==> config.mk <==
export PLATFORM = sky130hd
export DESIGN_NAME = alu_arbiter
export DESIGN_NICKNAME = d
export VERILOG_FILES = /design/src/rtl/alu_arbiter_pkg.sv /design/src/rtl/alu_arbiter_alu.sv /design/src/rtl/alu_arbiter.sv
export SDC_FILE = /design/constraint.sdc
export NUM_CORES = 1
export LEC_CHECK = 0
export BUFFER_PORTS_ARGS = -buffer_cell sky130_fd_sc_hd__buf_2
export CORE_ASPECT_RATIO = 0.5
export CORE_MARGIN = 5
export CORE_UTILIZATION = 57
export CTS_BUF_LIST = sky130_fd_sc_hd__clkbuf_8
export DETAILED_ROUTE_END_ITERATION = 12
export GPL_ROUTABILITY_DRIVEN = 0
export PLACE_DENSITY = 0.88
export SLEW_MARGIN = 30
export SYNTH_ARGS = -nofsm -noshare
export SYNTH_HDL_FRONTEND = slang
export SYNTH_HIERARCHICAL = 1
export SYNTH_SLANG_ARGS = --single-unit
==> constraint.sdc <==
create_clock -name clk -period 2.15 [get_ports clk]
set_input_delay 0.5375 -clock clk [delete_from_list [all_inputs] [get_ports clk]]
set_output_delay 0.5375 -clock clk [all_outputs]
set_load 0.005 [all_outputs]
==> src/rtl/alu_arbiter_pkg.sv <==
// Shared types and constants for the two-requester ALU arbiter and its ALU.
package alu_arbiter_pkg;

    typedef enum logic [1:0] {
        IDLE = 2'd0,
        EXEC = 2'd1,
        RESP = 2'd2
    } state_t;

    localparam int DATA_W_DEF = 4;
    localparam int OP_W_DEF   = 3;

    // Bit positions inside the 2-bit condition-code result.
    localparam int CARRY = 1;
    localparam int OVF   = 0;

    localparam logic [2:0] OP_AND = 3'd0;
    localparam logic [2:0] OP_OR  = 3'd1;
    localparam logic [2:0] OP_XOR = 3'd2;
    localparam logic [2:0] OP_NOT = 3'd3;
    localparam logic [2:0] OP_SHL = 3'd4;
    localparam logic [2:0] OP_SHR = 3'd5;
    localparam logic [2:0] OP_SUB = 3'd6;
    localparam logic [2:0] OP_ADD = 3'd7;

endpackage

==> src/rtl/alu_arbiter_alu.sv <==
// Combinational ALU: result and {carry, overflow} from two operands and an opcode.
// Zero latency, no flow control.
module alu_arbiter_alu
    import alu_arbiter_pkg::*;
#(
    parameter int DATA_W = DATA_W_DEF,
    parameter int OP_W   = OP_W_DEF
) (
    input  logic [DATA_W-1:0] a,
    input  logic [DATA_W-1:0] b,
    input  logic [OP_W-1:0]   op,
    output logic [DATA_W-1:0] result,
    output logic [1:0]        ccr
);

    logic [DATA_W:0] sum;

    always_comb begin
        sum    = '0;
        result = '0;
        ccr    = 2'b00;
        case (op)
            OP_AND: result = a & b;
            OP_OR:  result = a | b;
            OP_XOR: result = a ^ b;
            OP_NOT: result = ~a;
            OP_SHL: begin
                result     = {a[DATA_W-2:0], 1'b0};
                ccr[CARRY] = a[DATA_W-1];
                ccr[OVF]   = a[DATA_W-1] ^ a[DATA_W-2];
            end
            OP_SHR: begin
                result     = {1'b0, a[DATA_W-1:1]};
                ccr[CARRY] = a[0];
            end
            OP_SUB: begin
                // Carry reports the borrow out of the unsigned subtraction.
                sum        = {1'b0, a} - {1'b0, b};
                result     = sum[DATA_W-1:0];
                ccr[CARRY] = sum[DATA_W];
                ccr[OVF]   = (a[DATA_W-1] != b[DATA_W-1]) && (result[DATA_W-1] != a[DATA_W-1]);
            end
            OP_ADD: begin
                sum        = {1'b0, a} + {1'b0, b};
                result     = sum[DATA_W-1:0];
                ccr[CARRY] = sum[DATA_W];
                ccr[OVF]   = (a[DATA_W-1] == b[DATA_W-1]) && (result[DATA_W-1] != a[DATA_W-1]);
            end
            default: result = '0;
        endcase
    end

endmodule

==> src/rtl/alu_arbiter.sv <==
// Round-robin arbiter sharing one ALU between two requesters; 2 cycles request->response, 1 op per 3 cycles.
// Backpressure: req_ready only in IDLE; the response holds in RESP until the granted rsp_ready bit is high.
module alu_arbiter
    import alu_arbiter_pkg::*;
#(
    parameter int DATA_W = DATA_W_DEF,
    parameter int OP_W   = OP_W_DEF
) (
    input  logic              clk,
    input  logic              reset_n,
    input  logic [1:0]        req_valid,
    output logic [1:0]        req_ready,
    input  logic [2*DATA_W-1:0] req_a,
    input  logic [2*DATA_W-1:0] req_b,
    input  logic [2*OP_W-1:0] req_op,
    output logic [1:0]        rsp_valid,
    input  logic [1:0]        rsp_ready,
    output logic [DATA_W-1:0] rsp_result,
    output logic [1:0]        rsp_ccr,
    output logic              busy,
    output logic [7:0]        op_count
);

    state_t            state;
    logic              last_grant;
    logic              gnt;
    logic              gnt_id;
    logic [DATA_W-1:0] a_q;
    logic [DATA_W-1:0] b_q;
    logic [OP_W-1:0]   op_q;
    logic [DATA_W-1:0] result_q;
    logic [1:0]        ccr_q;
    logic [DATA_W-1:0] alu_result;
    logic [1:0]        alu_ccr;
    logic [1:0]        rsp_valid_q;
    logic              busy_q;

    // On a tie the requester that did not win last time goes first.
    always_comb begin
        gnt       = 1'b0;
        req_ready = 2'b00;
        if (req_valid == 2'b11) begin
            gnt = ~last_grant;
        end else if (!req_valid[0]) begin
            gnt = 1'b1;
        end
        if (reset_n && (state == IDLE) && req_valid[gnt]) begin
            req_ready[gnt] = 1'b1;
        end
    end

    always_ff @(posedge clk) begin
        if (!reset_n) begin
            state       <= IDLE;
            last_grant  <= 1'b1;
            gnt_id      <= 1'b0;
            a_q         <= '0;
            b_q         <= '0;
            op_q        <= '0;
            result_q    <= '0;
            ccr_q       <= 2'b00;
            rsp_valid_q <= 2'b00;
            busy_q      <= 1'b0;
            op_count    <= 8'd0;
        end else begin
            case (state)
                IDLE: begin
                    if (|req_ready) begin
                        gnt_id <= gnt;
                        a_q    <= gnt ? req_a[2*DATA_W-1:DATA_W] : req_a[DATA_W-1:0];
                        b_q    <= gnt ? req_b[2*DATA_W-1:DATA_W] : req_b[DATA_W-1:0];
                        op_q   <= gnt ? req_op[2*OP_W-1:OP_W] : req_op[OP_W-1:0];
                        busy_q <= 1'b1;
                        state  <= EXEC;
                    end
                end
                EXEC: begin
                    result_q    <= alu_result;
                    ccr_q       <= alu_ccr;
                    rsp_valid_q <= gnt_id ? 2'b10 : 2'b01;
                    state       <= RESP;
                end
                RESP: begin
                    if (rsp_ready[gnt_id]) begin
                        last_grant  <= gnt_id;
                        op_count    <= op_count + 8'd1;
                        rsp_valid_q <= 2'b00;
                        busy_q      <= 1'b0;
                        state       <= IDLE;
                    end
                end
                default: state <= IDLE;
            endcase
        end
    end

    assign rsp_valid  = rsp_valid_q;
    assign busy       = busy_q;
    assign rsp_result = (|rsp_valid_q) ? result_q : '0;
    assign rsp_ccr    = (|rsp_valid_q) ? ccr_q : 2'b00;

    alu_arbiter_alu #(
        .DATA_W (DATA_W),
        .OP_W   (OP_W)
    ) u_alu (
        .a      (a_q),
        .b      (b_q),
        .op     (op_q),
        .result (alu_result),
        .ccr    (alu_ccr)
    );

endmodule
==> results.cfg <==
[drt]
wire_length_reported_by_the_detailed_router_um = 5640
via_per_inst = 5.90
dr_total_vias = 2253
drtIter0Drc = 186
antenna_violating_nets_post_route = 0
detailedRoute.firstPassIterationCount = 5
drc_errors = 0
post_drt_wl_per_cell_um = 14.8

[sta]
achievable-frequency_ghz = 0.489
max_slew_margin_pct = 51.0
worst_setup_margin_ns = 0.107
tightest_hold_margin_ns = 0.450
fin_clk_skew_ns = 0.00575
final_hold_viol_count = 0
rsz_0062_raised_after_global_routing = true
worstMarginPinSlew_ns = 0.734
drv_slew = 0
period_needed_ns = 2.04
post-route-period-util_pct = 95.0
finalSetupViolCount = 0
fin_setup_tns_ns = 0

[yosys]
synth_ff_type = dfxtp_1
yosysTopAreaCell = dfxtp_1
syn_area_mm2 = 0.00224
synth.yosys.seq_area_share_pct = 28.6
synth.top_cells.by_count = 32 x dfxtp_1, 30 x nand2_1, 27 x a21oi_1
ys_ff_latch = 32
number_of_flops_mapped_to_enable_cells_by_yosys = 0
yosysWarningCount = 6
avg_inst_size_synth_um2 = 7.86
mappedNetlistNets = 328
post_synth_num_cell_types = 48
share_of_flip_flops_with_an_asynchronous_set_or_reset_after_synthesis_pct = 0
post-synth-top-area-fraction_pct = 28.6
yosys.cell_count.top_type = dfxtp_1
netlist_instances = 285
top_cells_by_area_synth = dfxtp_1 29%, ha_1 7.3%, a21oi_1 6.0%

[cts]
cts_hold_repair.buffers = 0
cts.reportedPaths.clkPinSlew_ns = 0.07
cts_made_buffers = 5
max-clock-path-buffers = 2
cts_tree = built
post-cts-setup-buffer-count = 0
clk-insertion-delay-late_ns = 0.29
clockRootBuffer = clkbuf_8
clock_sink_count = 32
cts.htree.levels = 2
cts_resized = 0

[die]
ios = 47
die_w_um = 98.7
core_area_mm2 = 0.00384
die_height_um = 54.3
placementRows = 16
initial_utilization_pct = 58.3
fp.dieArea_mm2 = 0.00536

[worst_setup_path]
timing.critical_path.slowest_stage_cell = dfxtp_1
critPathMaxFanout = 4
cp-start-kind = flop
timing.critical_path.cells = inv_1 > ha_1 > a21o_1 > a21oi_2 > xnor2_1 > nor3b_1 > a211o_1 > nand2_1 > a21oi_1
startpoint = b_q[1]
critPathMaxStageDelay_ns = 0.37
r2r-start = b_q[1]
arrival_ns = 2.21
worstSetupEndpointType = flop
worstPathRequired_ns = 2.32
timing_worst_setup_path_type = flop to flop

[finish]
ff_latch_area_um2 = 643
number_of_nets_in_the_finished_design = 370
final_cell_count_without_fillers = 382
antenna_fix_cells = 0
synthToLayoutAreaGrowth_pct = 17.8
multiInputGateArea_mm2 = 0.00142
layout-drive-gt1-share_pct = 22.9
fillers = 317

[grt]
grt_antenna_before_repair = 0
track_usage_pct = 21.0
wire_length_of_the_first_global_routing_pass_um = 9110
grt_start_max_net_pins = 25
grt_pass1_vias = 2096
grt_remaining_overflow = 0

[flow_run]
max_cap_violations = 0

[power_and_ir_drop]
power.ir.vdd_worst_mv = 0.283
total_leakage_power_nw = 1.13
cellPowerDensity_mw_per_mm2 = 683

[status]
run_status = completed

[placement]
detailed_place_hpwl_um = 4080
place_inst = 374
portBuffers = 46
dp_slack_ns = 0.151

[worst_hold_path]
min_from = result_q[2]
hold_class = flop to flop
==> cell type report <==
class | instances | area share [%]
multi-input cells | 205 | 53.7
flip-flops and latches | 32 | 24.4
repair buffers | 55 | 11.3
inverters | 28 | 3.98
clock buffers | 5 | 2.61
well taps | 54 | 2.56
clock inverters | 3 | 1.47
==> cell families after synthesis <==
logic type      synth area share, %
compound gates                 28.6
xor+xnor                       2.35
fa+ha+maj                      9.05
buf+inv                        8.49
flops                          28.6
mux                            3.29
simple gates                   19.6
==> critical path, delay by kind of cell, from the launching register on <==
kind | cells | cell delay (ns)
adders and majority gates | 1 | 0.35
DFF | 1 | 0.37
buffers and inverters | 1 | 0.14
xor gates and xnor gates | 1 | 0.14
AOI/OAI and AO/OA | 4 | 0.79
and+or+nand+nor | 2 | 0.14
==> power by group <==
group | switching (mW) | internal [mW]
Combinational | 0.276 | 0.229
Sequential | 0.0715 | 0.639
Clock | 0.249 | 0.339
Total | 0.597 | 1.21
==> registers in the layout, indices dropped and copies added (netlist names) <==
| signal | cells |
|---|---|
| b_q | 4 |
| last_grant | 1 |
| op_count | 8 |
| rsp_valid | 2 |
| gnt_id | 1 |
| ccr_q | 2 |
| result_q | 4 |
| op_q | 3 |
| a_q | 4 |
| state | 2 |
| busy | 1 |
==> path summary, 6_finish.rpt <==
path | end | slack [ns] | depth (start not counted)
max reg2reg | ccr_q[0] | 0.11 | 9
min | result_q[2] | 0.45 | 2
min reg2reg | result_q[2] | 0.45 | 2
max | ccr_q[0] | 0.11 | 9
==> per-layer routing <==
layer | up-vias | GRT usage [%] | part of all wire, %
li1 | 1097 | - | -
met1 | 1071 | 25.6 | 44
met2 | 75 | 37.6 | 49
met3 | 10 | 5.22 | 5.3
met4 | 0 | 6.80 | 1.3
met5 | - | 0 | 0
==> cells in the final DEF (no fill, tap or decap), drive strengths merged, types with 3 or more instances in the layout <==
cell type and count:
a21oi 29, o211ai 15, clkbuf 5, a21o 12, nor2 9, nand3b 4, xnor2 6, o221ai 11
mux2i 7, nand2b 6, or3 4, o31ai 6, or4 5, ha 13, dfxtp 32, nand2 30
nor2b 9, inv 29, o21ai 9, buf 55, nand3 3
==> metrics by stage <==
stage | instance area (um2) | power (mW) | utilization, %
final | 2640 | 1.80 | 68.7
after global routing | 2640 | 1.90 | 68.7
after CTS | 2630 | 1.79 | 68.4
after detailed placement | 2520 | 1.21 | 65.6
after global placement | 2520 | 1.18 | 65.6
after floorplan | 2240 | 1.07 | -
No activity file was read; power rests on OpenSTA's default activity.
